[config.mk]
export PLATFORM = sky130hd
export DESIGN_NAME = cdc_sync_filter
export DESIGN_NICKNAME = d
export VERILOG_FILES = /design/src/rtl/cdc_pkg.sv /design/src/rtl/glitch_filter_ch.sv /design/src/rtl/cdc_sync_filter.sv
export SDC_FILE = /design/constraint.sdc
export NUM_CORES = 1
export LEC_CHECK = 0
export BUFFER_PORTS_ARGS = -buffer_cell sky130_fd_sc_hd__buf_2
export CAP_MARGIN = 30
export CORE_UTILIZATION = 30
export DETAILED_ROUTE_END_ITERATION = 8
export MAX_ROUTING_LAYER = met4
export PLACE_DENSITY = 0.47
export SYNTH_ARGS = -nofsm -noshare
export SYNTH_HDL_FRONTEND = slang
export SYNTH_SLANG_ARGS = --single-unit
[constraint.sdc]
create_clock -name clk_i -period 2 [get_ports clk_i]
set_clock_uncertainty 0.1 [all_clocks]
set_input_delay 0.3 -clock clk_i [delete_from_list [all_inputs] [get_ports clk_i]]
set_output_delay 0.3 -clock clk_i [all_outputs]
set_load 0.05 [all_outputs]
[src/rtl/cdc_pkg.sv]
// Shared limits and helpers for the synchronizer/filter slice.
package cdc_pkg;

    localparam int CDC_RANK_MIN = 2;
    localparam int CDC_RANK_MAX = 4;

    // Stability counter width; a filter of 1 or 2 cycles still gets one bit.
    function automatic int cdc_cnt_w(input int f);
        return (f <= 2) ? 1 : $clog2(f);
    endfunction

endpackage

[src/rtl/glitch_filter_ch.sv]
// One-bit stability filter: the output follows the synchronized input only after
// FILTER_CYCLES consecutive cycles of disagreement, with edge pulses and a sticky change flag.
module glitch_filter_ch
    import cdc_pkg::*;
#(
    parameter int   FILTER_CYCLES = 3,
    parameter logic RESET_VALUE   = 1'b0
) (
    input  logic clk_i,
    input  logic rst_i,
    input  logic s_i,
    input  logic clr_i,
    output logic o,
    output logic rise_o,
    output logic fall_o,
    output logic chg_o
);

    localparam int             CW       = cdc_cnt_w(FILTER_CYCLES);
    localparam logic [CW-1:0]  CNT_LAST = CW'(FILTER_CYCLES - 1);

    logic [CW-1:0] cnt_q, cnt_d;
    logic          o_q, o_d;
    logic          rise_q, rise_d;
    logic          fall_q, fall_d;
    logic          chg_q, chg_d;
    logic          upd;

    // NOTE: every always_comb output gets a default first so no path can infer a latch.
    always_comb begin
        cnt_d = cnt_q;
        o_d   = o_q;
        if (s_i == o_q) begin
            cnt_d = '0;
        end else if (cnt_q == CNT_LAST) begin
            o_d   = s_i;
            cnt_d = '0;
        end else begin
            cnt_d = cnt_q + 1'b1;
        end
        upd    = (o_d != o_q);
        rise_d = upd & o_d;
        fall_d = upd & ~o_d;
        // A change in the same cycle as a clear keeps the flag set.
        chg_d  = upd | (chg_q & ~clr_i);
    end

    // NOTE: sequential state uses non-blocking assignments so all flops update from pre-edge values.
    always_ff @(posedge clk_i or posedge rst_i) begin
        if (rst_i) begin
            cnt_q  <= '0;
            o_q    <= RESET_VALUE;
            rise_q <= 1'b0;
            fall_q <= 1'b0;
            chg_q  <= 1'b0;
        end else begin
            cnt_q  <= cnt_d;
            o_q    <= o_d;
            rise_q <= rise_d;
            fall_q <= fall_d;
            chg_q  <= chg_d;
        end
    end

    assign o      = o_q;
    assign rise_o = rise_q;
    assign fall_o = fall_q;
    assign chg_o  = chg_q;

endmodule

[src/rtl/cdc_sync_filter.sv]
// Multi-channel async level-input synchronizer feeding one glitch filter per channel.
// The top owns the RANK-deep synchronizer chain and the simulation-only metastability model.
module cdc_sync_filter
    import cdc_pkg::*;
#(
    parameter int                  CHANNELS      = 4,
    parameter int                  RANK          = 2,
    parameter int                  FILTER_CYCLES = 3,
    parameter int                  RAND          = 1,
    parameter logic [CHANNELS-1:0] RESET_VALUE   = '0
) (
    input  logic                clk_i,
    input  logic                rst_i,
    input  logic [CHANNELS-1:0] i,
    input  logic [CHANNELS-1:0] clr_i,
    output logic [CHANNELS-1:0] o,
    output logic [CHANNELS-1:0] rise_o,
    output logic [CHANNELS-1:0] fall_o,
    output logic [CHANNELS-1:0] chg_o
);

    if (RANK < CDC_RANK_MIN || RANK > CDC_RANK_MAX) begin : g_rank_check
        $fatal(1, "cdc_sync_filter: RANK must be within 2..4");
    end
    if (FILTER_CYCLES < 1) begin : g_filter_check
        $fatal(1, "cdc_sync_filter: FILTER_CYCLES must be >= 1");
    end

    logic [CHANNELS-1:0]            cdc_sync_q, cdc_sync_d;
    logic [CHANNELS-1:0]            in_last_q;
    logic [CHANNELS-1:0]            meta_hold;
    logic [RANK-2:0][CHANNELS-1:0]  sync_pipe_q;
    logic [CHANNELS-1:0]            s;

`ifdef SYNTHESIS
    assign meta_hold = '0;
`elsif FPGA
    assign meta_hold = '0;
`else
    // Models metastability resolution: a freshly changed input may be caught one cycle late.
    logic [CHANNELS-1:0] rnd_q;
    always_ff @(posedge clk_i or posedge rst_i) begin
        if (rst_i) rnd_q <= '0;
        else       rnd_q <= CHANNELS'($urandom);
    end
    assign meta_hold = (RAND != 0) ? rnd_q : '0;
`endif

    assign cdc_sync_d = i ^ (meta_hold & (i ^ in_last_q));

    always_ff @(posedge clk_i or posedge rst_i) begin
        if (rst_i) begin
            cdc_sync_q  <= RESET_VALUE;
            in_last_q   <= RESET_VALUE;
            sync_pipe_q <= {(RANK-1){RESET_VALUE}};
        end else begin
            cdc_sync_q     <= cdc_sync_d;
            in_last_q      <= i;
            sync_pipe_q[0] <= cdc_sync_q;
            for (int k = 1; k < RANK - 1; k++) begin
                sync_pipe_q[k] <= sync_pipe_q[k-1];
            end
        end
    end

    assign s = sync_pipe_q[RANK-2];

    for (genvar c = 0; c < CHANNELS; c++) begin : g_ch
        glitch_filter_ch #(
            .FILTER_CYCLES (FILTER_CYCLES),
            .RESET_VALUE   (RESET_VALUE[c])
        ) u_ch (
            .clk_i  (clk_i),
            .rst_i  (rst_i),
            .s_i    (s[c]),
            .clr_i  (clr_i[c]),
            .o      (o[c]),
            .rise_o (rise_o[c]),
            .fall_o (fall_o[c]),
            .chg_o  (chg_o[c])
        );
    end

endmodule

Yosys cells after proc, flatten, opt, wreduce, memory -nomap -nowiden
Index checks and enable logic that the tools add are counted.
{"block": "word_totals", "register_bits": 32, "elab_cells": 78}
{"block": "classes", "addsub": 4, "eq_ne": 12, "muxes": 16, "bitwise_logic": 24}
{"operator": "2-bit 2-to-1 mux", "n": 8}
{"operator": "1-bit AND", "n": 12}
{"operator": "2-bit by 1-bit adder with 2-bit output (second input constant)", "n": 4}
{"operator": "2-bit equality test (second input constant)", "n": 4}
{"operator": "1-bit 2-to-1 mux", "n": 8}
{"operator": "1-bit NOT", "n": 8}
{"operator": "1-bit equality test", "n": 4}
{"operator": "1-bit != test", "n": 4}
{"operator": "1-bit OR", "n": 4}

Logic depth before layout (Yosys ltp)
{"block": "logic_depth", "depth_word": 5, "mapped_depth": 4, "ltp_nobuf": 4}

By module
A second synthesis with hierarchy kept.
{"block": "unflattened", "hier_cells": 81, "hier_area_um2": 1179.9}
{"module": "glitch_filter_ch", "n_inst": 4, "cells_each": 18, "area_each_um2": 244.0, "seq_area_each_um2": 150.1}
{"module": "cdc_sync_filter", "n_inst": 1, "cells_each": 9, "area_each_um2": 203.9, "seq_area_each_um2": 200.2}

Least setup slack after synthesis
Ideal clock, no wire load.
{"block": "synth_timing", "kind": "flip-flop to flip-flop", "startpoint": "register g_ch[0].u_ch.cnt_q[0]", "endpoint": "register g_ch[0].u_ch.chg_q", "t_arrival_ns": 1.155, "required_time_ns": 1.774, "slack_ns": 0.619, "stages_incl_launch_ff": 5, "path_buffers": 0, "synth_period_minus_slack_ns": 1.381, "path_cell_list": "dfrtp_1 -> nor2b_4 -> mux2_1 -> ha_1 -> o21ai_0"}
{"block": "synth_via", "elab_chain_cells": 5}
{"item": "from (decl)", "line_no": "glitch_filter_ch.sv:22", "rtl": "logic [CW-1:0] cnt_q, cnt_d;"}
{"item": "from (signal assigned)", "line_no": "glitch_filter_ch.sv:57", "rtl": "cnt_q <= cnt_d;"}
{"item": "2-bit equality test", "line_no": "glitch_filter_ch.sv:35", "rtl": "end else if (cnt_q == CNT_LAST) begin"}
{"item": "1-bit 2-to-1 mux", "line_no": "glitch_filter_ch.sv:35"}
{"item": "1-bit 2-to-1 mux", "line_no": "glitch_filter_ch.sv:33", "rtl": "if (s_i == o_q) begin"}
{"item": "1-bit != test", "line_no": "glitch_filter_ch.sv:41", "rtl": "upd = (o_d != o_q);"}
{"item": "1-bit OR", "line_no": "glitch_filter_ch.sv:45", "rtl": "chg_d = upd | (chg_q & ~clr_i);"}
{"item": "via g_ch[0].u_ch.chg_d", "line_no": "glitch_filter_ch.sv:26", "rtl": "logic chg_q, chg_d;"}
{"item": "to (signal assigned)", "line_no": "glitch_filter_ch.sv:61", "rtl": "chg_q <= chg_d;"}
{"item": "to (decl)", "line_no": "glitch_filter_ch.sv:26"}
The timed path passes the listed nets, and every way through them passes these cells.

Worst setup path after layout
{"block": "layout_timing", "startpoint": "register g_ch[3].u_ch.cnt_q[0]", "endpoint": "register g_ch[3].u_ch.chg_q"}
{"block": "layout_via", "elab_chain_cells": 5}
{"item": "from (decl)", "line_no": "glitch_filter_ch.sv:22"}
{"item": "from (signal assigned)", "line_no": "glitch_filter_ch.sv:57"}
{"item": "2-bit equality test", "line_no": "glitch_filter_ch.sv:35"}
{"item": "1-bit 2-to-1 mux", "line_no": "glitch_filter_ch.sv:35"}
{"item": "1-bit 2-to-1 mux", "line_no": "glitch_filter_ch.sv:33"}
{"item": "1-bit != test", "line_no": "glitch_filter_ch.sv:41"}
{"item": "1-bit OR", "line_no": "glitch_filter_ch.sv:45"}
{"item": "via g_ch[3].u_ch.chg_d", "line_no": "glitch_filter_ch.sv:26"}
{"item": "to (signal assigned)", "line_no": "glitch_filter_ch.sv:61"}
{"item": "to (decl)", "line_no": "glitch_filter_ch.sv:26"}
The timed path passes the listed nets, and every way through them passes these cells.

==> summary.txt <==
Outcome
  – Status: complete, but fails checks
  – Failing checks: hold timing

CTS
  – Worst-Skew Late Latency: roughly 0.28 ns
  – CTS Hold Bufs: 0
  – Clk buf depth: 2
  – TritonCTS buffer count: 5
  – Post-CTS setup buffer count: 0
  – Cells resized by post-CTS repair: 0
  – Worst-path clk slew: approximately 0.060 ns
  – CTS tree: done
  – Clock sinks: 32
  – # H-tree levels: 2
  – Root cell of the clock tree: clkbuf_8

Finish
  – Final instance area: between 1000 and 1500 um2
  – # nets final: about 120
  – Area Growth Syn to Fin: 13.3%
  – Most common cell after layout, fill and taps aside: dfrtp_1
  – Fraction of layout cells with a size suffix above 1: 33.6%
  – # diodes: 0
  – Most frequent cells in the layout: dfrtp_1 (32), buf_2 (25), inv_1 (9), mux2_1 (8), nor3b_1 (8)
  – Layout fillers: 393

STA
  – RSZ-0062 raised after global routing: no
  – Slew margin rel.: 73.3%
  – Final hold slack: -0.00737 ns
  – Final hold vios: 4
  – Max-slew violation count: 0
  – Tmin final: between 1 and 1.5 ns
  – Tcrit/Tclk final: 72.1%
  – Slew @ Worst Pin: ~0.40 ns
  – Max frequency: 694 MHz
  – Final setup vio count: 0
  – Final setup TNS: 0 ns
  – Final setup margin: ~0.56 ns

Route
  – First DRT Iteration DRCs: 2
  – Total iterations of the first detailed-routing run: 3
  – Total Wirelength: 1630 um
  – Vias: ~650
  – DR vias/cell: 4.03
  – DR WL/cell: a little over 10 um
  – DRT antenna net count: 0
  – DRC violations left: 0

Floorplanning
  – Die area: about 4500 um2
  – I/O Pins: 26
  – Die Wd: a little under 70 um
  – Core Area: ~4100 um2
  – Cell Rows: 23
  – Initial Utilization: roughly a third
  – Die span in y: roughly 67 um

Setup path
  – Slowest cell on crit path: dfrtp_1
  – Largest delay share family, worst path: flip-flops
  – Buffers and inverters on the worst path: 0
  – Worst Path Arrival: approximately 1.5 ns
  – Worst stage delay on the critical path: between 0.4 and 0.5 ns
  – WP data required: roughly 2.1 ns
  – Crit path cell chain: nor2b_4, mux2_1, ha_1, o21ai_0
  – Worst setup path class: flip-flop to flip-flop
  – CP Capture Type: flip-flop
  – Maximum fanout along the worst path: 3
  – CP startpoint kind: flip-flop

Synth
  – Yosys cell types: 10
  – Syn_area_per_cell: roughly 14 um2
  – Cell area after synthesis: roughly 1300 um2
  – Yosys warning count: 0
  – Post-Synthesis Cells: a little over 90
  – Sequential share of the synthesized area: 62.3%
  – Flop and latch count out of synthesis: 32
  – Syn nets: between 100 and 150

Global route
  – Largest net degree at the start of global routing: 33
  – Global-route wire length before repair: ~2700 um
  – Met3 usage: ~5.6%
  – Initial antenna violation count: 0
  – Total Routing Usage GR: ~9.1%
  – Grt total ovfl: 0
  – Grt met1 use: 9.57%
  – M2 GR Usage: approximately 12%
  – GR peak layer: met2
  – Vias in the first global route: slightly above 600

Placed design
  – Pre-CTS setup slack: 0.553 ns
  – Port bufs: 25
  – Post-DP HPWL: between 1000 and 1500 um
  – Placed Area: 1360 um2
  – Final Wtd Congestion: between 0.7 and 0.8

Pwr
  – Worst vdd ir: around 0.6 mV
  – Leakage power: about 0.7 nW
  – PD cells: approximately 1700 nW/um2
  – Total chip power: ~0.0025 W

Hold path
  – Hold/Removal Path Class: input port to asynchronous set/reset pin

Run
  – Max Cap Violations: 0
[where the power goes]
| group | switching (W) | internal [W] | leakage, nW | total (W) |
|---|---|---|---|---|
| clock | 0.000223 | 0.000306 | 0.0503 | 0.000530 |
| combinational | 0.000652 | 0.000315 | 0.272 | 0.000967 |
| sequential | 0.000145 | 0.000848 | 0.396 | 0.000992 |
| total | 0.00102 | 0.00147 | 0.718 | 0.00249 |
[synthesized netlist by cell type]
| cell type | n | share of area, % |
|---|---|---|
| ha_1 | 4 | 3.9 |
| nor3_1 | 4 | 1.6 |
| dfrtp_1 | 32 | 62 |
| xnor2_1 | 4 | 2.7 |
| inv_1 | 9 | 2.6 |
| buf_4 | 16 | 9.3 |
| nor2b_4 | 4 | 4.3 |
| nor3b_1 | 8 | 4.7 |
| o21ai_0 | 4 | 1.6 |
| mux2_1 | 8 | 7.0 |
[worst reg2reg max path: stages, from the launching register on]
cell	delay [ns]
dfrtp_1	0.42
nor2b_4	0.14
mux2_1	0.33
ha_1	0.27
o21ai_0	0.07
[final timing paths]
| path | end | cells past startpoint | slack [ns] | from |
|---|---|---|---|---|
| worst max-delay path | g_ch[3].u_ch.chg_o | 4 | 0.56 | g_ch[3].u_ch.cnt_q[0] |
| worst min-delay path | g_ch[3].u_ch.chg_o | 3 | -0.007 | rst_i |
| worst max register to register | g_ch[3].u_ch.chg_o | 4 | 0.56 | g_ch[3].u_ch.cnt_q[0] |
| worst min register to register | s[1] | 0 | 0.25 | cdc_sync_q[1] |
| max in group asynchronous | g_ch[1].u_ch.o | 3 | 1.51 | rst_i |
| min in group clk_i | cdc_sync_q[2] | 1 | 0.02 | i[2] |
[stage by stage]
stage          hold slack [ns]  std cells  utilization, %
2_1_floorplan            0.231         93               -
3_3_place_gp             0.234        153            33.5
3_5_place_dp             0.237        153            33.5
4_1_cts                0.00647        160            35.9
5_1_grt                0.00662        160            35.9
6_report              -0.00737        160            35.9
[sequential cells by signal (all words and copies together) (netlist names)]
signal            count
cdc_sync_q            4
g_ch.u_ch.chg_o       4
g_ch.u_ch.cnt_q       8
g_ch.u_ch.fall_o      4
g_ch.u_ch.o           4
g_ch.u_ch.rise_o      4
s                     4
[metal layers]
metal | vias up | share of wire [%]
met5 | - | 0
met4 | 0 | 3.4
met3 | 6 | 6.2
met2 | 15 | 44
met1 | 306 | 47
li1 | 318 | -
[final cells by class]
class                           count  area (um2)  area share (%)
Sequential cell                    32         801            55.0
Multi-Input combinational cell     36         330            22.7
Timing Repair Buffer               26         133            9.11
Clock buffer                        7        96.3            6.62
Tap cell                           50        62.6            4.30
Inverter                            9        33.8            2.32
[cells by family after synthesis]
family                   after synthesis  synth area share [%]
flip-flops                            32                  62.3
buffers and inverters                 25                  12.0
AND/OR/NAND/NOR                       16                  10.5
multiplexers                           8                  7.01
AO/OA/AOI/OAI                          4                  1.56
XOR/XNOR                               4                  2.73
adder cells (fa/ha/maj)                4                  3.89
Note: power is estimated with default switching activity, not from simulation.
